$ cat src/rtl/wubsuit_base.sv
// wubsuit_base: seven debounced body triggers -> MIDI Note On/Off on MIDI_TX (mirrored on XBee_TX);
// MIDI_RX echoed to UART_0_TXD, UART_0_RXD passed to LCD_TX. Define XBEE_REMOTE_EN to queue XBee_RX bytes for MIDI_TX.
// Latency: DEBOUNCE_CYC+~4 clocks trigger-to-start-bit; echo paths are one frame plus ~4 clocks. Full TX holding registers drop echo bytes.

// wub_tx: 8N1 serial transmitter with a 1-byte holding register.
// Latency: start bit 1 clock after the holding register fills while the shifter is idle.
// Backpressure: ld is ignored while the holding register is full and the shifter busy (byte dropped).
module wub_tx #(
  parameter int DIV = 16
) (
  input  logic       clk,
  input  logic       rst,
  input  logic       ld,
  input  logic [7:0] dat,
  output logic       line,
  output logic       idle
);
  logic [7:0]  hold;
  logic        hold_vld;
  logic        busy;
  logic [8:0]  sh;
  logic [3:0]  bitn;
  logic [15:0] cnt;

  assign idle = !busy && !hold_vld;

  // holding register feeds a shifter; start bit driven directly, {stop,data} shifted out LSB first
  always_ff @(posedge clk) begin
    if (rst) begin
      line     <= 1'b1;
      busy     <= 1'b0;
      hold_vld <= 1'b0;
      hold     <= '0;
      sh       <= '1;
      bitn     <= '0;
      cnt      <= '0;
    end else begin
      if (!busy && hold_vld) begin
        sh       <= {1'b1, hold};
        line     <= 1'b0;
        busy     <= 1'b1;
        hold_vld <= 1'b0;
        bitn     <= '0;
        cnt      <= '0;
      end else if (busy) begin
        if (cnt == 16'(DIV - 1)) begin
          cnt <= '0;
          if (bitn == 4'd9) begin
            busy <= 1'b0;
          end else begin
            line <= sh[0];
            sh   <= {1'b1, sh[8:1]};
            bitn <= bitn + 4'd1;
          end
        end else begin
          cnt <= cnt + 16'd1;
        end
      end
      // a slot is free if empty, or if the shifter takes the held byte this cycle
      if (ld && (!hold_vld || !busy)) begin
        hold     <= dat;
        hold_vld <= 1'b1;
      end
    end
  end
endmodule

// wub_rx: 8N1 serial receiver, 2-FF synchronised, mid-bit sampling.
// Latency: vld 1 clock after the mid-stop-bit sample.
// Backpressure: none; bytes with a low stop bit are discarded.
module wub_rx #(
  parameter int DIV = 16
) (
  input  logic       clk,
  input  logic       rst,
  input  logic       rx,
  output logic       vld,
  output logic [7:0] dat
);
  typedef enum logic [1:0] {R_IDLE, R_START, R_DATA, R_STOP} rstate_t;
  rstate_t     st;
  logic        s0, s1, s2;
  logic [15:0] cnt;
  logic [2:0]  bitn;
  logic [7:0]  sh;

  // synchroniser, falling-edge start detect confirmed at mid start bit, then mid-bit sampling
  always_ff @(posedge clk) begin
    if (rst) begin
      s0   <= 1'b1;
      s1   <= 1'b1;
      s2   <= 1'b1;
      st   <= R_IDLE;
      cnt  <= '0;
      bitn <= '0;
      sh   <= '0;
      vld  <= 1'b0;
      dat  <= '0;
    end else begin
      s0  <= rx;
      s1  <= s0;
      s2  <= s1;
      vld <= 1'b0;
      case (st)
        R_IDLE: if (s2 && !s1) begin
          st  <= R_START;
          cnt <= '0;
        end
        R_START: if (cnt == 16'(DIV / 2 - 1)) begin
          cnt  <= '0;
          bitn <= '0;
          st   <= s1 ? R_IDLE : R_DATA;
        end else cnt <= cnt + 16'd1;
        R_DATA: if (cnt == 16'(DIV - 1)) begin
          cnt <= '0;
          sh  <= {s1, sh[7:1]};
          if (bitn == 3'd7) st <= R_STOP;
          else bitn <= bitn + 3'd1;
        end else cnt <= cnt + 16'd1;
        R_STOP: if (cnt == 16'(DIV - 1)) begin
          cnt <= '0;
          st  <= R_IDLE;
          if (s1) begin
            vld <= 1'b1;
            dat <= sh;
          end
        end else cnt <= cnt + 16'd1;
        default: st <= R_IDLE;
      endcase
    end
  end
endmodule

// wubsuit_base: trigger debounce, fixed-priority Note On/Off arbiter and serial routing.
// Latency: message starts once both MIDI and XBee shifters are idle; bytes are spaced by the slower shifter.
// Backpressure: pending events wait for idle shifters; echo and FIFO bytes drop when their target is full.
module wubsuit_base #(
  parameter int MIDI_DIV     = 320,
  parameter int XBEE_DIV     = 1042,
  parameter int UART0_DIV    = 87,
  parameter int LCD_DIV      = 1042,
  parameter int DEBOUNCE_CYC = 10000,
  parameter int MIDI_CH      = 0,
  parameter int VELOCITY     = 100
) (
  input  logic SYSCLK,
  input  logic SYSRESET,
  input  logic UART_0_RXD,
  input  logic XBee_RX,
  input  logic MIDI_RX,
  input  logic RPiezo,
  input  logic LPiezo,
  input  logic CapButton,
  input  logic CButton0,
  input  logic CButton1,
  input  logic CButton2,
  input  logic CButton3,
  output logic UART_0_TXD,
  output logic XBee_TX,
  output logic LCD_TX,
  output logic MIDI_TX,
  output logic RXRDY
);
  localparam int NSRC = 7;
  typedef enum logic [1:0] {S_IDLE, S_B0, S_B1, S_B2} mstate_t;

  logic            clk, rst;
  logic [NSRC-1:0] trig, t0, t1, deb, pend_on, pend_off;
  logic [15:0]     dcnt [NSRC];
  mstate_t         st;
  logic [2:0]      sel_idx;
  logic            sel_off, any_pend, quiet, start_loc;
  logic            ld_loc, ld_fifo;
  logic [7:0]      ld_dat, b_stat, b_note, b_vel;
  logic            midi_idle, xbee_idle, uart0_idle, lcd_idle;
  logic            mrx_vld, urx_vld, xrx_vld;
  logic [7:0]      mrx_dat, urx_dat, xrx_dat;

  assign clk   = SYSCLK;
  assign rst   = SYSRESET;
  assign trig  = {CButton3, CButton2, CButton1, CButton0, CapButton, LPiezo, RPiezo};
  assign RXRDY = urx_vld;

  function automatic logic [7:0] note_of(input logic [2:0] i);
    case (i)
      3'd0:    note_of = 8'd38;
      3'd1:    note_of = 8'd36;
      3'd2:    note_of = 8'd42;
      3'd3:    note_of = 8'd60;
      3'd4:    note_of = 8'd61;
      3'd5:    note_of = 8'd62;
      default: note_of = 8'd63;
    endcase
  endfunction

  // pick highest-priority event: any off before any on, lowest source index first
  always_comb begin
    sel_off  = 1'b0;
    sel_idx  = '0;
    any_pend = |pend_on || |pend_off;
    for (int i = NSRC - 1; i >= 0; i--) if (pend_on[i]) sel_idx = 3'(i);
    if (|pend_off) begin
      sel_off = 1'b1;
      for (int i = NSRC - 1; i >= 0; i--) if (pend_off[i]) sel_idx = 3'(i);
    end
  end

  assign quiet     = !ld_loc && !ld_fifo;
  assign start_loc = (st == S_IDLE) && quiet && midi_idle && xbee_idle && any_pend;

  // sync + debounce each trigger; accepted edges replace that source's pending event
  always_ff @(posedge clk) begin
    if (rst) begin
      t0       <= '0;
      t1       <= '0;
      deb      <= '0;
      pend_on  <= '0;
      pend_off <= '0;
      for (int i = 0; i < NSRC; i++) dcnt[i] <= '0;
    end else begin
      t0 <= trig;
      t1 <= t0;
      if (start_loc) begin
        if (sel_off) pend_off[sel_idx] <= 1'b0;
        else         pend_on[sel_idx]  <= 1'b0;
      end
      for (int i = 0; i < NSRC; i++) begin
        if (t1[i] != deb[i]) begin
          if (dcnt[i] == 16'(DEBOUNCE_CYC - 1)) begin
            dcnt[i]     <= '0;
            deb[i]      <= t1[i];
            pend_on[i]  <= t1[i];
            pend_off[i] <= !t1[i];
          end else dcnt[i] <= dcnt[i] + 16'd1;
        end else dcnt[i] <= '0;
      end
    end
  end

`ifdef XBEE_REMOTE_EN
  logic [7:0] fmem [4];
  logic [1:0] wp, rp;
  logic [2:0] fcnt;
  logic       fifo_start, fpush;

  assign fifo_start = (st == S_IDLE) && quiet && midi_idle && !any_pend && (fcnt != 3'd0);
  assign fpush      = xrx_vld && (fcnt != 3'd4);

  // 4-entry queue of remote bytes; a byte arriving while full is dropped
  always_ff @(posedge clk) begin
    if (rst) begin
      wp   <= '0;
      rp   <= '0;
      fcnt <= '0;
    end else begin
      if (fpush) begin
        fmem[wp] <= xrx_dat;
        wp       <= wp + 2'd1;
      end
      if (fifo_start) rp <= rp + 2'd1;
      fcnt <= fcnt + 3'(fpush) - 3'(fifo_start);
    end
  end
`else
  logic xbee_unused;
  assign xbee_unused = ^{xrx_vld, xrx_dat};
  assign ld_fifo     = 1'b0;
`endif

  // message sequencer: latch event, then issue 3 bytes, each once both shifters are idle
  always_ff @(posedge clk) begin
    if (rst) begin
      st     <= S_IDLE;
      ld_loc <= 1'b0;
      ld_dat <= '0;
      b_stat <= '0;
      b_note <= '0;
      b_vel  <= '0;
`ifdef XBEE_REMOTE_EN
      ld_fifo <= 1'b0;
`endif
    end else begin
      ld_loc <= 1'b0;
`ifdef XBEE_REMOTE_EN
      ld_fifo <= 1'b0;
`endif
      case (st)
        S_IDLE: if (start_loc) begin
          b_stat <= {(sel_off ? 4'h8 : 4'h9), 4'(MIDI_CH)};
          b_note <= note_of(sel_idx);
          b_vel  <= sel_off ? 8'h00 : {1'b0, 7'(VELOCITY)};
          st     <= S_B0;
        end
`ifdef XBEE_REMOTE_EN
        else if (fifo_start) begin
          ld_fifo <= 1'b1;
          ld_dat  <= fmem[rp];
        end
`endif
        S_B0: if (quiet && midi_idle && xbee_idle) begin
          ld_loc <= 1'b1;
          ld_dat <= b_stat;
          st     <= S_B1;
        end
        S_B1: if (quiet && midi_idle && xbee_idle) begin
          ld_loc <= 1'b1;
          ld_dat <= b_note;
          st     <= S_B2;
        end
        default: if (quiet && midi_idle && xbee_idle) begin
          ld_loc <= 1'b1;
          ld_dat <= b_vel;
          st     <= S_IDLE;
        end
      endcase
    end
  end

  wub_tx #(.DIV(MIDI_DIV))  u_midi_tx  (.clk(clk), .rst(rst), .ld(ld_loc | ld_fifo), .dat(ld_dat),  .line(MIDI_TX),    .idle(midi_idle));
  wub_tx #(.DIV(XBEE_DIV))  u_xbee_tx  (.clk(clk), .rst(rst), .ld(ld_loc),           .dat(ld_dat),  .line(XBee_TX),    .idle(xbee_idle));
  wub_tx #(.DIV(UART0_DIV)) u_uart0_tx (.clk(clk), .rst(rst), .ld(mrx_vld),          .dat(mrx_dat), .line(UART_0_TXD), .idle(uart0_idle));
  wub_tx #(.DIV(LCD_DIV))   u_lcd_tx   (.clk(clk), .rst(rst), .ld(urx_vld),          .dat(urx_dat), .line(LCD_TX),     .idle(lcd_idle));

  wub_rx #(.DIV(MIDI_DIV))  u_midi_rx  (.clk(clk), .rst(rst), .rx(MIDI_RX),    .vld(mrx_vld), .dat(mrx_dat));
  wub_rx #(.DIV(UART0_DIV)) u_uart0_rx (.clk(clk), .rst(rst), .rx(UART_0_RXD), .vld(urx_vld), .dat(urx_dat));
  wub_rx #(.DIV(XBEE_DIV))  u_xbee_rx  (.clk(clk), .rst(rst), .rx(XBee_RX),    .vld(xrx_vld), .dat(xrx_dat));

  logic idle_unused;
  assign idle_unused = uart0_idle ^ lcd_idle;
endmodule

$ cat config.mk
export PLATFORM = sky130hd
export DESIGN_NAME = wubsuit_base
export DESIGN_NICKNAME = d
export VERILOG_FILES = /design/src/rtl/wubsuit_base.sv
export SDC_FILE = /design/constraint.sdc
export NUM_CORES = 1
export LEC_CHECK = 0
export ABC_AREA = 1
export BUFFER_PORTS_ARGS = -buffer_cell sky130_fd_sc_hd__buf_4
export CORE_MARGIN = 1.5
export CORE_UTILIZATION = 30
export CTS_BUF_LIST = sky130_fd_sc_hd__clkbuf_4
export DETAILED_ROUTE_END_ITERATION = 16
export SYNTH_ARGS = -nofsm -noshare
export SYNTH_HDL_FRONTEND = slang
export SYNTH_HIERARCHICAL = 1
export SYNTH_SLANG_ARGS = --single-unit
$ cat constraint.sdc
create_clock -name SYSCLK -period 2.8 [get_ports SYSCLK]
set_input_delay 0.56 -clock SYSCLK [delete_from_list [all_inputs] [get_ports SYSCLK]]
set_output_delay 0.56 -clock SYSCLK [all_outputs]
set_load 0.02 [all_outputs]
Word-level counts from Yosys, hierarchy flattened
Memory sizes are Yosys's and may differ from the RTL's.
Index checks and enable logic that the tools add are counted.
{ "totals": {"mem_count": 1, "wordCells": 531, "reg_bits": 304, "ram_bits": 112} }
{ "op_classes": {"order_cmp": 2, "n_addsub": 19, "bitwise": 33, "n_eq_ne": 60, "n_mux": 255, "n_reduce_logical": 98} }
{ "mem_list": {"columns": ["name", "words", "width", "rd", "rd_ports_with_merged_regs", "write_ports", "line", "rtl"], "rows": [
  ["dcnt", 7, 16, 7, 0, 7, "169", "logic [15:0] dcnt [NSRC];"]
]} }
{ "op_table": {"columns": ["op", "count"], "rows": [
  ["16-bit 2-to-1 mux", 31],
  ["16-bit by 1-bit adder with 16-bit output, second input constant", 13],
  ["1-bit 2-to-1 mux", 153],
  ["8-bit 2-to-1 mux", 19],
  ["16-bit by 14-bit == test with 1-bit output, second input constant", 7],
  ["16-bit one-hot mux with 3 select lines", 2],
  ["3-bit 2-to-1 mux", 21],
  ["7-bit 2-to-1 mux", 5],
  ["16-bit by 11-bit == test with 1-bit output, second input constant", 2],
  ["16-bit by 7-bit == test with 1-bit output, second input constant", 2],
  ["16-bit by 9-bit == test with 1-bit output, second input constant", 2],
  ["2-bit 2-to-1 mux", 16],
  ["5-bit one-hot mux with 6 select lines", 1],
  ["3-bit AND reduction", 10],
  ["2-bit nonzero test", 15],
  ["2-bit by 1-bit != test with 1-bit output, second input constant", 14],
  ["8-bit one-hot mux with 3 select lines", 1],
  ["2-bit AND reduction", 11],
  ["1-bit bitwise OR", 21],
  ["1-bit logical AND", 19],
  ["1-bit zero test", 18],
  ["4-bit by 1-bit adder with 4-bit output, second input constant", 4],
  ["16-bit by 6-bit == test with 1-bit output, second input constant", 1],
  ["16-bit by 8-bit == test with 1-bit output, second input constant", 1],
  ["26 further kinds", 78]
]} }

Depth between registers and ports, before layout
Gate-level depths: netlist of run 1.
{ "depth": {"ltp_word": 25, "depth_mapped": 15, "depth_no_buf": 15} }

Hierarchy
Netlist of run 1, hierarchy kept.
{ "modules_own_cells": {"columns": ["mod", "cells_per_inst", "area_per_inst_um2", "n_inst"], "rows": [
  ["wubsuit_base", 980, 8511.9, 1],
  ["wub_tx at u_lcd_tx ...", 291, 2043.2, 2],
  ["wub_rx at u_midi_rx", 315, 2172.1, 1],
  ["wub_rx at u_uart0_rx", 295, 2120.8, 1],
  ["wub_tx at u_midi_tx", 292, 2058.2, 1],
  ["wub_tx at u_uart0_tx", 293, 1960.6, 1]
]} }

Least setup slack after synthesis of run 1
OpenSTA, ideal clock, no wires.
{ "synth_path": {"kind": "register to register", "startpoint": "memory dcnt[0][0]", "endpoint": "memory dcnt[0][14], data pin", "path_stages_with_launch": 15, "slack_ns": 0.997, "arrival_ns": 1.547, "n_path_buf": 0, "path_cell_list": "edfxtp_1 -> ha_1 -> nand2_1 -> inv_1 -> nand2_1 -> nor2_2 -> nand2_1 -> nor2_2 -> nand2_2 -> nor2_4 -> nand3_2 -> nor2_2 -> nand2_1 -> o21bai_1 -> a21oi_1"} }
{ "synth_lines": {"columns": ["element", "line"], "rows": [
  ["start: declaration", "169"]
]} }

==> results.md, run 1 <==
* Req. time, crit path at ~3400 ps
* Top FF cell, synth: dfxtp_1
* Slew at the pin with the worst max-slew slack at 687 ps
* Setup TNS at 0 ps
* Final Hold Vio Count at 0
* Worst hold path depth at 3
* Worst R2R Start: dcnt[4][0]
* Critical path peak fanout at 16
* Initial DRC Count at between 800 and 900
* IO buf count at 15
* Post-CTS Resized at 0
* Hold_ws at approximately 190 ps
* First-pass GRT wire length at roughly 71000 um
* Pin count of the biggest net entering global routing at between 40 and 50
* # IOs at 17
* CP Class: register to register
* Clock power frac at 40.9%
* Endpoint class of the critical path: register
* Clock tree buffer depth at 3
* Worst reg2reg setup slack at between 600 and 700 ps
* Reg power frac at between 40% and 50%
* Worst VDD drop at around 230 uV
* Number of synthesized flops with an enable pin at between 100 and 150
* Final worst path period need at 2180 ps
* Layout Skew at 48.5 ps
* Worst setup path endpoint: dcnt[4][10]
* Vias per cell at approximately 4.3
* Final period util at just under 80%
* Net switching power at between 3 and 4 mW
* MaxCap Viol Count at 0
* Area Overhead vs Synth at 13.9%
* Antenna viol nets, final at 0
* Synth warnings at 6
* Cells after synthesis at around 2800
* Hold WC Path Type: input pin to register
* Htree depth at 3
* Final global-route overflow total at 0
* Fillers at approximately 7400
* Inserted Clock Buffers at ~110
* Combinational power share at under 10%
* Total core area at between 60000 and 70000 um^2
* Clock sink total at 403
* Detailed-route via count at roughly 17000
* All-Layer GR Usage at between 10% and 20%
* Syn avg cell area at around 7.6 um^2
* Clk_lat worst skew at around 850 ps
* Setup crit start: dcnt[4][0]
* RR Endpoint: dcnt[4][10]
* Yosys cell types at between 50 and 60
* Worst-path clk slew at about 70 ps
* Number of global-route vias before repair at between 15000 and 20000
* Crit start category: register
* Clk root buf: clkbuf_4
* Die Wd at roughly 270 um
* Die area at about 70000 um^2
* TritonRoute pass-1 iters at 5
* DRC violations left at 0
* Power Internal at between 9 and 10 mW
* Arrival time worst endpoint at between 2000 and 3000 ps
* RSZ-0062 raised after global routing: no
* TritonCTS clock tree: done
* Cell Pwr Density at ~550 nW/um^2
* Initial core utilization at roughly 30%
* Final setup fails at 0
* #FFs+latches synth at just over 400
* Leakage Power at approximately 9.9 nW
* Dpl hpwl at 27400 um
* Die Span Y at between 200 and 300 um
* Async S/R FF share, synth at 0%
* Status: complete, no violations
* Fmax achieved at roughly 460 MHz
* Switching share of power at around 27%
* Max-slew violation count at 0
* Initial antenna violation count at 2
* Core Rows at 96
* Routed WL at slightly above 40000 um
* Fin nets at around 3000
* R2R depth at 6
* GPL Wtd Cong at slightly above 0.8
* Slew headroom at 54.1%
* Mapped cell area at 20900 um^2
* Seq/Total Area, Yosys at a little over two fifths
* Share of cells above drive strength 1 at approximately 13%
* DR WL/cell at just over 10 um
## state kept, by name (all words and copies together), names as in the netlist, 16 cells and up, named ones only
| register | flops |
|---|---|
| u_lcd_tx/cnt | 16 |
| u_uart0_tx/cnt | 16 |
| u_xbee_tx/cnt | 16 |
| u_uart0_rx/cnt | 16 |
| u_midi_rx/cnt | 16 |
| u_midi_tx/cnt | 16 |
| dcnt | 112 |
## area by class of cell
class	instances	area (um^2)	share of cell area [%]
well taps	931	1160	4.89
multi-input cells	2029	10300	43.3
clock buffers	154	1160	4.85
flip-flops and latches	403	9190	38.6
diodes	3	7.51	0.0315
clock inverters	38	258	1.08
inverters	383	1450	6.09
repair buffers	32	275	1.16
## per-stage QoR
stage / power [mW] / cell area (um^2) / utilization, % / instances / setup WS (ps)
floorplan: 7.58 / 21300 / - / 2868 / 997
global placement: 7.88 / 22300 / 32.4 / 3769 / 249
detailed placement: 7.89 / 22300 / 32.4 / 3769 / 251
CTS: 13.4 / 23800 / 34.6 / 3970 / 569
global route: 14.0 / 23800 / 34.6 / 3973 / 379
finish: 13.1 / 23800 / 34.6 / 3973 / 620
## cells in the mapped netlist (39+ instances only)
master    number  area share, %
xor2_1        40            1.7
nand2_1      563             10
nand3_1      210            5.0
nor3_1        57            1.4
edfxtp_1     112             16
nand4_1       68            2.0
inv_1        346            6.2
a21oi_1      166            4.0
dfxtp_1      291             28
o21ai_0       93            2.2
nor2_2        39            1.2
nor2_1       388            7.0
## routing by layer
metal | GRT usage, % | vias up | part of all wire, %
met4 | 4.64 | 0 | 2.4
met2 | 18.4 | 193 | 44
met1 | 15.0 | 7555 | 50
met3 | 2.71 | 72 | 3.9
met5 | 0 | - | 0
li1 | - | 9356 | -
## worst max-delay path, cell delays in order, from the launching register on
cell	delay, ps
edfxtp_1	380
ha_1	210
nand4_1	160
nor4_1	350
nand3b_1	550
o21bai_1	200
a21oi_1	60
## how the worst min path moves through the flow
| stage | start | endpoint | slack, ps |
|---|---|---|---|
| detailed placement | t0[6] | t1[6] | 390 |
| CTS | SYSRESET | u_uart0_rx/bitn[2] | 100 |
| global route | SYSRESET | u_uart0_rx/bitn[2] | 130 |
| finish | SYSRESET | u_uart0_rx/bitn[2] | 190 |
| global placement | t0[2] | t1[2] | 390 |
| floorplan | t0[0] | t1[0] | 390 |
## what timing repair did
action                                 CTS  global route
buffers inserted                         0             0
endpoints found under the hold margin    9             0
hold buffers                             9             0
## power groups by stage
| stage | logic [mW] | clock network, mW | registers [mW] |
|---|---|---|---|
| finish | 1.29 | 5.37 | 6.49 |
| CTS | 1.29 | 5.66 | 6.49 |
| floorplan | 1.03 | 0 | 6.55 |
| global route | 1.48 | 5.96 | 6.52 |
| detailed placement | 1.28 | 0 | 6.61 |
| global placement | 1.27 | 0 | 6.61 |
## layout by cell type (no fill, tap or decap), types with 22 or more instances in the layout
cell	n
nor2_2	39
dfxtp_1	291
clkbuf_4	154
nor3_1	57
nand2_2	22
nand3_2	32
conb_1	112
edfxtp_1	112
nand2_1	563
nand3_1	210
nor2_1	388
inv_2	34
ha_1	33
a21oi_1	166
clkinv_1	29
o21ai_0	93
xor2_1	40
inv_1	346
nand4_1	68
buf_4	22
## logic make-up after synthesis
family                     after synthesis  synth area share [%]
AOI/OAI and AO/OA                      325                  8.64
and+or+nand+nor                       1510                  34.7
buffers and inverters                  436                  8.70
DFF                                    403                  43.9
xor gates and xnor gates                48                  2.01
other                                    1                0.0179
muxes                                    1                0.0479
adders and majority gates               33                  1.97
Power figures use the tool's default switching activity.
==> inputs of run 2 (changes only) <==
==> constraint.sdc (replaced) <==
create_clock -name SYSCLK -period 2.2 [get_ports SYSCLK]
set_input_delay 0.44 -clock SYSCLK [delete_from_list [all_inputs] [get_ports SYSCLK]]
set_output_delay 0.44 -clock SYSCLK [all_outputs]
set_load 0.02 [all_outputs]
==> run 2 against run 1 <==
Net effect: non-clock buffer count increased by 22; sequential share of layout area decreased by 0.31 points; clock skew decreased by 0.95 ps; flip-flop and latch count unchanged; design area increased by 0.80%; fmax increased by 9.1%; critical path depth increased by 8; register-to-register slack got worse by 420 ps.
==> results.md, run 2 (same netlist as run 1, synthesis figures left out) <==
* Vias per cell at 4.33 (was 4.32)
* Worst hold path depth at 3 (unchanged)
* Power Internal at 12.1 mW (was 9.59 mW)
* Die Wd at 267 um (unchanged)
* Clk_lat worst skew at 860 ps (was 850 ps)
* Min-delay src: UART_0_RXD (was SYSRESET)
* CP peak stage delay at 360 ps (was 550 ps)
* CP cell instances: ha_1, nand2_1, inv_1, nand2_1, nor2_2, nand2_1, nor2_2, nand2_2, nor2_4, nand3_2, nor2_4, nand2_1, o21bai_1, a21oi_1 (was ha_1, nand4_1, nor4_1, nand3b_1, o21bai_1, a21oi_1)
* Final cell count without fillers at 4000 (was 3973)
* MaxCap Viol Count at 0 (unchanged)
* Worst VDD drop at 280 uV (was 234 uV)
* # IOs at 17 (unchanged)
* Placed instance count at 3785 (was 3769)
* Number of global-route vias before repair at 15900 (about the same)
* Levels on crit path at 14 (was 6)
* Reg power frac at 49.5% (was 49.3%)
* Net switching power at 4.57 mW (was 3.56 mW)
* TritonRoute pass-1 iters at 5 (unchanged)
* Leakage Power at 10.0 nW (was 9.88 nW)
* DRC violations left at 0 (unchanged)
* Layout Skew at 47.6 ps (was 48.5 ps)
* Final Hold Vio Count at 0 (unchanged)
* Worst R2R Start: dcnt[0][0] (was dcnt[4][0])
* Final global-route overflow total at 0 (unchanged)
* Fin nets at 3023 (was 3003)
* Status: complete, no violations (unchanged)
* Max-slew violation count at 0 (unchanged)
* Final period util at 90.8% (was 77.8%)
* Switching share of power at 27.4% (was 27.1%)
* Clock tree buffer depth at 3 (unchanged)
* Clock sink total at 403 (unchanged)
* Worst reg2reg setup slack at 200 ps (was 620 ps)
* Pin count of the biggest net entering global routing at 41 (unchanged)
* Initial DRC Count at 893 (was 814)
* Total core area at 68800 um^2 (unchanged)
* Clock power frac at 40.4% (was 40.9%)
* Req. time, crit path at 2760 ps (was 3370 ps)
* First-pass GRT wire length at 70100 um (was 70900 um)
* Detailed-route via count at 17300 (was 17200)
* Core Rows at 96 (unchanged)
* Dpl hpwl at 27800 um (was 27400 um)
* Die area at 71300 um^2 (unchanged)
* Delay-heaviest family, CP: simple AND/OR/NAND/NOR gates (unchanged)
* DR WL/cell at 10.1 um (about the same)
* Area Overhead vs Synth at 14.8% (was 13.9%)
* RR Endpoint: dcnt[0][14] (was dcnt[4][10])
* Initial antenna violation count at 2 (unchanged)
* Crit start category: register (unchanged)
* Critical path peak fanout at 3 (was 16)
* Antenna viol nets, final at 0 (unchanged)
* Routed WL at 40200 um (was 40300 um)
* Combinational power share at 10.0% (was 9.8%)
* Worst-path clk slew at 60 ps (was 70 ps)
* All-Layer GR Usage at 11.4% (was 11.5%)
* Initial core utilization at 30.4% (unchanged)
* Biggest register: dcnt (unchanged)
* Max FFs per register at 112 (unchanged)
* Commonest non-fill, non-tap cells in the layout: nand2_1 (563), nor2_1 (387), inv_1 (346), dfxtp_1 (291), nand3_1 (210) (was nand2_1 (563), nor2_1 (388), inv_1 (346), dfxtp_1 (291), nand3_1 (210))
* Inserted Clock Buffers at 107 (was 109)
* Htree depth at 3 (unchanged)
* Endpoint class of the critical path: register (unchanged)
* Cell Pwr Density at 693 nW/um^2 (was 552 nW/um^2)
* GPL Wtd Cong at 0.824 (was 0.811)
* TritonCTS clock tree: done (unchanged)
* CP Class: register to register (unchanged)
* Final setup fails at 0 (unchanged)
* Hold WC Path Type: input pin to register (unchanged)
* Final worst path period need at 2000 ps (was 2180 ps)
* Hold_ws at 317 ps (was 188 ps)
* Share of cells above drive strength 1 at 14.5% (was 13.4%)
* R2R depth at 14 (was 6)
* Most common cell after layout, fill and taps aside: nand2_1 (unchanged)
* Slowest CP cell: edfxtp_1 (was nand3b_1)
* Die Span Y at 267 um (unchanged)
* Most used cell, CP: nand2_1
* Arrival time worst endpoint at 2560 ps (was 2750 ps)
* WHS Endpoint: u_uart0_rx/s0 (was u_uart0_rx/bitn[2])
* CP bufs+invs at 1 (was 0)
* Fmax achieved at 500 MHz (was 459 MHz)
* IO buf count at 15 (unchanged)
* Clk root buf: clkbuf_4 (unchanged)
## run 2: layout make-up
class	instances	area, um^2
tap	931	1160
sequential	403	9190
fill	7358	44800
antenna	3	7.51
timing repair buffer	54	443
clock buffer	165	1240
multi-input combinational	2029	10300
clock inverter	32	170
inverter	383	1450
## run 2: layer usage
layer  track usage, %  wire length [um]  vias up
met3             2.49              1570       67
met2             18.5             18000      200
li1                 -                 -     9396
met1             14.7             19900     7652
met5                0                 0        -
met4             4.61               810        0
## run 2: worst max path at each step
stage	from	endpoint	slack, ps
global placement	dcnt[2][0]	dcnt[2][12]	130
detailed placement	dcnt[2][0]	dcnt[2][12]	110
global route	dcnt[0][0]	dcnt[0][14]	-20
floorplan	dcnt[0][0]	dcnt[0][14]	400
finish	dcnt[0][0]	dcnt[0][14]	200
CTS	dcnt[2][0]	dcnt[2][14]	90
## run 2: power groups by stage
stage / registers, mW / logic, mW / clock network (mW)
6_report: 8.24 / 1.67 / 6.73
5_1_grt: 8.29 / 1.93 / 7.47
4_1_cts: 8.24 / 1.68 / 7.08
3_5_place_dp: 8.41 / 1.65 / 0
3_3_place_gp: 8.40 / 1.64 / 0
2_1_floorplan: 8.33 / 1.31 / 0
## run 2: worst register-to-register path: stages, from the launching register on
cell and delay (ps):
edfxtp_1 360, ha_1 170, nand2_1 50, inv_1 70, nand2_1 100, nor2_2 160
nand2_1 80, nor2_2 110, nand2_2 90, nor2_4 110, nand3_2 110, nor2_4 100
nand2_1 70, o21bai_1 120, a21oi_1 50
## run 2: stage by stage
| step | setup TNS, ps | power (mW) | instance area [um^2] | setup WS, ps | utilization [%] |
|---|---|---|---|---|---|
| 2_1_floorplan | 0 | 9.64 | 21300 | 397 | - |
| 3_3_place_gp | 0 | 10.0 | 22400 | 129 | 32.6 |
| 3_5_place_dp | 0 | 10.1 | 22400 | 113 | 32.6 |
| 4_1_cts | 0 | 17.0 | 23900 | 93.0 | 34.8 |
| 5_1_grt | -19.1 | 17.7 | 24000 | -19.1 | 34.9 |
| 6_report | 0 | 16.6 | 24000 | 202 | 34.9 |
## run 2: what timing repair did
action / in CTS / in global routing
resized for setup: 0 / 5
endpoints found under the hold margin: 13 / 0
endpoints found under the setup margin: 0 / 29
hold buffers: 10 / 0
buffers inserted: 0 / 5
